===== config.mk =====
export PLATFORM = sky130hd
export DESIGN_NAME = mips_multicycle_ctrl
export DESIGN_NICKNAME = d
export VERILOG_FILES = /design/src/rtl/mips_multicycle_ctrl.sv
export SDC_FILE = /design/constraint.sdc
export NUM_CORES = 1
export LEC_CHECK = 0
export BUFFER_PORTS_ARGS = -buffer_cell sky130_fd_sc_hd__buf_2
export CAP_MARGIN = 20
export CORE_MARGIN = 10
export CORE_UTILIZATION = 37
export CTS_CLUSTER_DIAMETER = 150
export CTS_CLUSTER_SIZE = 25
export DETAILED_ROUTE_END_ITERATION = 8
export SLEW_MARGIN = 15
export SYNTH_ARGS = -nofsm -noshare
export SYNTH_HDL_FRONTEND = slang
export SYNTH_SLANG_ARGS = --single-unit

===== constraint.sdc =====
create_clock -name clock -period 1.88 [get_ports clock]
set_input_delay 0.094 -clock clock [delete_from_list [all_inputs] [get_ports clock]]
set_output_delay 0.094 -clock clock [all_outputs]
set_load 0.02 [all_outputs]

===== src/rtl/mips_multicycle_ctrl.sv =====
// Multi-cycle control sequencer for the Lab4 MIPS ALU datapath.
// Accepts one instruction per valid/ready handshake, decodes it, and steps FETCH->DECODE->EXEC->WB/EXCEPT.
module mips_multicycle_ctrl #(
    parameter int unsigned COUNT_W = 16
) (
    input  logic               clock,
    input  logic               reset,
    input  logic [31:0]        inst,
    input  logic               inst_valid,
    output logic               inst_ready,
    output logic [2:0]         alu_op,
    output logic [1:0]         alu_src2,
    output logic               rd_src,
    output logic               writeenable,
    output logic               except,
    output logic               busy,
    output logic [2:0]         state,
    output logic [COUNT_W-1:0] retired_count,
    output logic [COUNT_W-1:0] except_count
);

    typedef enum logic [2:0] {
        FETCH  = 3'd0,
        DECODE = 3'd1,
        EXEC   = 3'd2,
        WB     = 3'd3,
        EXCEPT = 3'd4
    } state_t;

    state_t      state_q;
    state_t      state_d;
    logic [31:0] ir;
    logic [2:0]  dec_op;
    logic [1:0]  dec_src2;
    logic        dec_rd;
    logic        dec_legal;
    logic        ir_unused;

    // Register-number and immediate fields belong to the datapath, not the sequencer.
    assign ir_unused = ^ir[25:6];

    always_comb begin
        dec_op    = 3'd0;
        dec_src2  = 2'd0;
        dec_rd    = 1'b0;
        dec_legal = 1'b0;
        case (ir[31:26])
            6'h00: begin
                case (ir[5:0])
                    6'h20: begin dec_op = 3'd2; dec_legal = 1'b1; end
                    6'h22: begin dec_op = 3'd3; dec_legal = 1'b1; end
                    6'h24: begin dec_op = 3'd4; dec_legal = 1'b1; end
                    6'h25: begin dec_op = 3'd5; dec_legal = 1'b1; end
                    6'h26: begin dec_op = 3'd7; dec_legal = 1'b1; end
                    6'h27: begin dec_op = 3'd6; dec_legal = 1'b1; end
                    default: ;
                endcase
            end
            6'h08: begin dec_op = 3'd2; dec_src2 = 2'd1; dec_rd = 1'b1; dec_legal = 1'b1; end
            6'h0c: begin dec_op = 3'd4; dec_src2 = 2'd2; dec_rd = 1'b1; dec_legal = 1'b1; end
            6'h0d: begin dec_op = 3'd5; dec_src2 = 2'd2; dec_rd = 1'b1; dec_legal = 1'b1; end
            6'h0e: begin dec_op = 3'd7; dec_src2 = 2'd2; dec_rd = 1'b1; dec_legal = 1'b1; end
            default: ;
        endcase
    end

    always_comb begin
        state_d = state_q;
        case (state_q)
            FETCH:   if (inst_valid) state_d = DECODE;
            DECODE:  state_d = dec_legal ? EXEC : EXCEPT;
            EXEC:    state_d = WB;
            WB:      state_d = FETCH;
            EXCEPT:  state_d = FETCH;
            default: state_d = FETCH;
        endcase
    end

    always_ff @(posedge clock) begin
        if (reset) begin
            state_q       <= FETCH;
            ir            <= '0;
            alu_op        <= '0;
            alu_src2      <= '0;
            rd_src        <= 1'b0;
            retired_count <= '0;
            except_count  <= '0;
        end else begin
            state_q <= state_d;
            if (state_q == FETCH && inst_valid)
                ir <= inst;
            // Illegal words decode to all-zero fields, so a single load covers both outcomes.
            if (state_q == DECODE) begin
                alu_op   <= dec_op;
                alu_src2 <= dec_src2;
                rd_src   <= dec_rd;
            end
            if (state_q == WB)
                retired_count <= retired_count + COUNT_W'(1);
            if (state_q == EXCEPT)
                except_count <= except_count + COUNT_W'(1);
        end
    end

    assign inst_ready  = (state_q == FETCH);
    assign busy        = (state_q != FETCH);
    assign writeenable = (state_q == WB);
    assign except      = (state_q == EXCEPT);
    assign state       = state_q;

endmodule


* After elaboration in Yosys (flattened, before gate mapping)
Cells that the tools add are included.
** Word-level totals
- Flip-flop bits (word level) :: 73
- Input bits :: 35
- Logic and storage cells :: 40
** Cells by class
- $add $sub $neg :: 2
- Equal/unequal tests :: 15
- Muxes and demuxes :: 9
- Reductions and logical operators :: 7
** Operators by type and width (count)
- $eq A6 B6 Y1 const B :: 6
- $add A16 B1 Y16 const B :: 2
- $eq A6 B4 Y1 const B :: 4
- $pmux W3 S6 :: 1
- $pmux W3 S5 :: 1
- $pmux W3 S3 :: 1
- $eq A3 B2 Y1 const B :: 2
- $logic_not A6 Y1 :: 1
- $mux W3 :: 2
- $reduce_or A6 Y1 :: 1
- $pmux W2 S2 :: 1
- $reduce_or A4 Y1 :: 1
- $eq A3 B1 Y1 const B :: 1
- $eq A3 B3 Y1 const B :: 1
- $logic_not A3 Y1 :: 1
- $reduce_bool A3 Y1 :: 1
- $reduce_or A3 Y1 :: 1
- $mux W1 :: 2
- $ne A2 B2 Y1 const B :: 1
- $pmux W1 S2 :: 1
- $logic_and A1 B1 Y1 :: 1

* Logic depth before layout (Yosys ltp)
- Depth in word-level cells :: 6
- Gate-level depth with buffers :: 6
- Depth with buffers taken out :: 5

* Worst setup path before layout
No wires, ideal clock.
- Kind :: flip-flop to flip-flop
- Start point :: reg state_q[1] (netlist: state[1])
- End point :: reg except_count[14]
- Arrival time :: 2.068 ns
- Data required time :: 1.810 ns
- Path slack :: -0.259 ns
- Stages on the path, launching flop included :: 7
- Period minus slack after synthesis :: 2.139 ns
- Cell sequence :: dfxtp_1 > clkbuf_1 > or3b_4 > or3_1 > clkbuf_1 > or4_1 > a21oi_1
** Between the ends
- Word-level cells in the longest chain between the ends :: 1
** RTL lines
- start, declared :: line 30 : state_t state_q;
- start signal, assigned :: line 89 : state_q <= state_d;
- $eq A3 B3 Y1 :: line 100 : if (state_q == EXCEPT)
- end signal, assigned :: line 101 : except_count <= except_count + COUNT_W'(1);
- end, declared :: line 19 : output logic [COUNT_W-1:0] except_count
Every way passes these cells.
A chain may end at the register's enable or synchronous reset.

* Worst setup path in the final report
- Start point :: reg state_q[0] (netlist: state[0])
- End point :: reg except_count[14]
Same word-level chain as after synthesis.

==> results.yml <==
run_status:
  status: "complete, no violations"
die:
  core-area_um2: 5991
  dieArea_um2: 9837
  initial_core_util_pct: 38.72
  die_width_um: 99.18
  ioPinCount: 80
  dieHeight_um: 99.18
  fp-row-count: 28
pwr:
  seqPwrFrac_pct: 59.2
  power_mw: 1.979
  peakVddDrop_v: 0.0003988
  swShare_pct: 25.00
  switchingPower_mw: 0.4946
  p_comb_share_pct: 9.8
  total_leakage_power_nw: 1.245
  power_density_nw_per_um2: 690.3
  power.internal_mw: 1.484
  pwr-share-clk_pct: 31.0
cts:
  cts_htree_levels: 2
  cts_root_buf: "clkbuf_8"
  postCtsSetupRepairBufs: 0
  clk_latency_ns: 0.30
  numCtsBuffers: 5
  cts_sinks: 53
  cts_tree: "built"
  clockBufferDepth: 2
  clk_pin_slew_ns: 0.09
critical_path:
  worst_ep_required_time_ns: 2.10
  critPathArrivalTime_ns: 2.01
  crit_fanout: 10
  r2r_slack_ns: 0.09
  r2r_end: "except_count[14]"
  worstSetupPathType: "reg2reg"
  r2r_start: "state[0]"
  crit_path_end_kind: "flip-flop"
  endpoint: "except_count[14]"
  rr_worst_depth: 4
  cp-start-kind: "flip-flop"
  critical_path.startpoint: "state[0]"
routing:
  drc: 0
  num_vias: 2096
  drtPass1Iterations: 4
  vias_per_cell: 5.026
  route.met3.wl_um: 266
  dr_wl_met2_um: 2543
  totalWireLength_um: 5577
  met1Wirelength_um: 2726
  ant_nets: 0
  drtIter0Drc: 76
  routed.top_layer: "met4"
  detail_route.wl_per_cell_um: 13.37
place:
  dpl_cell_area_um2: 2769
  place_congestion: 0.7519
  portBuffers: 59
  dp.final_hpwl_um: 4116
finish:
  final.fill_count: 605
  layout_common_cells: "buf_2, dfxtp_1, nand2_1, nor2_1, a21oi_1"
  area_growth_pct: 23.57
  final_common_cell: "buf_2"
  nets: 378
  diodes: 0
  fin_area_um2: 2867
  layout-drive-gt1-share_pct: 27.19
timing:
  rsz0062_at_grt: "false"
  fin_crit_sh_pct: 95.35
  max_freq_mhz: 557.9
  slew_headroom_pct: 46.24
  finalSetupViolCount: 0
  fin_skew_ns: 0.009532
  worst_pin_slew_ns: 0.8063
  final_hold_viol_count: 0
  layout_min_cycle_time_ns: 1.793
  drv_slew: 0
logic_synthesis:
  ys_warn_count: 0
  syn_inst: 275
  ys.flop_type: "dfxtp_1"
  synth-seq-cells: 53
  synth_cell_types: 38
  synth_fp_nets: 312
  syn_avg_cell_area_um2: 8.435
  syn_area_um2: 2320
  async_flop_share_pct: 0
  seq_area_frac_synth_pct: 45.74
  synth_edf_count: 0
job:
  cap_violations: 0
global_route:
  grt_pass1_vias: 2139
  grtUsageTotal_pct: 11.24
  grt_pass1_wl_um: 9570
  antenna_found_initial: 0
  grt_max_degree: 44
  grt.overflow.total: 0
hold_path:
  hold_class: "in2reg"
through the flow:
stage	util (%)	setup slack (ns)	instances	hold slack, ns	TNS [ns]
after detailed placement	46.22	0.09512	409	0.3454	0
final	47.85	0.08747	417	0.02736	0
after global routing	47.85	0.002341	417	0.02082	0
after floorplan	-	-0.09740	275	0.2300	-0.1947
after global placement	46.22	0.1113	409	0.3395	0
after CTS	47.60	0.06840	417	0.01522	0
worst min-delay path by stage:
stage | start | to | slack, ns | cells past startpoint
floorplan | inst[3] | ir[3] | 0.23 | 2
global placement | inst[30] | ir[30] | 0.34 | 3
detailed placement | inst[4] | ir[4] | 0.35 | 3
CTS | inst[31] | ir[31] | 0.02 | 3
global route | inst[3] | ir[3] | 0.02 | 3
finish | inst[29] | ir[29] | 0.03 | 3
kinds of logic after synthesis:
| group | after synthesis | synth area share (%) |
|---|---|---|
| AO/OA/AOI/OAI | 42 | 10.41 |
| adder cells (fa/ha/maj) | 2 | 1.079 |
| XOR/XNOR | 21 | 7.929 |
| multiplexers | 5 | 2.319 |
| AND/OR/NAND/NOR | 132 | 29.24 |
| flip-flops | 53 | 45.74 |
| buffers and inverters | 20 | 3.290 |
critical path, cell delays in order, from the launching register on:
cell     delay, ns
dfxtp_4       0.38
or3b_4        0.39
or3_4         0.35
or4_1         0.47
a21oi_1       0.13
synth_stat cells, types with 4 or more instances:
cell      number  area share [%]
dfxtp_1       53              46
nand2_1       36             5.8
o21ai_0        7             1.5
xor2_1        11             4.2
and3_1         5             1.3
nor3_1         4            0.86
xnor2_1       10             3.8
nand4_1        8             2.2
nor2b_1        7             1.9
o31ai_1        5             1.6
nand3_1       12             2.6
inv_1          6            0.97
a21oi_1       23             5.0
nor2_1        32             5.2
or4_1          8             2.6
clkbuf_1      12             1.9
timing repair:
item	4_1_cts	5_1_grt
hold buffers	0	0
gates resized for setup	0	4
setup endpoints to repair	0	2
endpoints found under the hold margin	0	0
area by class of cell:
class | instances | area, µm² | share of cell area (%)
clock buffers | 6 | 72.57 | 2.532
clock inverters | 2 | 10.01 | 0.3492
inverters | 6 | 22.52 | 0.7857
multi-input cells | 202 | 1197 | 41.77
flip-flops and latches | 53 | 1070 | 37.32
well taps | 75 | 93.84 | 3.274
repair buffers | 73 | 400.4 | 13.97
power by group through the flow:
| stage | Clock [mW] | Combinational [mW] | Sequential (mW) |
|---|---|---|---|
| 2_1_floorplan | 0 | 0.118 | 1.21 |
| 3_3_place_gp | 0 | 0.194 | 1.20 |
| 3_5_place_dp | 0 | 0.196 | 1.20 |
| 4_1_cts | 0.651 | 0.196 | 1.17 |
| 5_1_grt | 0.687 | 0.220 | 1.18 |
| 6_report | 0.612 | 0.194 | 1.17 |
per-layer routing:
layer  GRT usage (%)  vias to the layer above
met3           3.599                        2
li1                -                     1084
met4           3.308                        0
met1           13.51                      966
met5               0                        -
met2           18.64                       44
registers in the layout, indices dropped and copies added (netlist names):
name,count
retired_count,16
ir,12
state,3
alu_op,3
alu_src2,2
rd_src,1
except_count,16
Note: power is estimated with default switching activity, not from simulation.
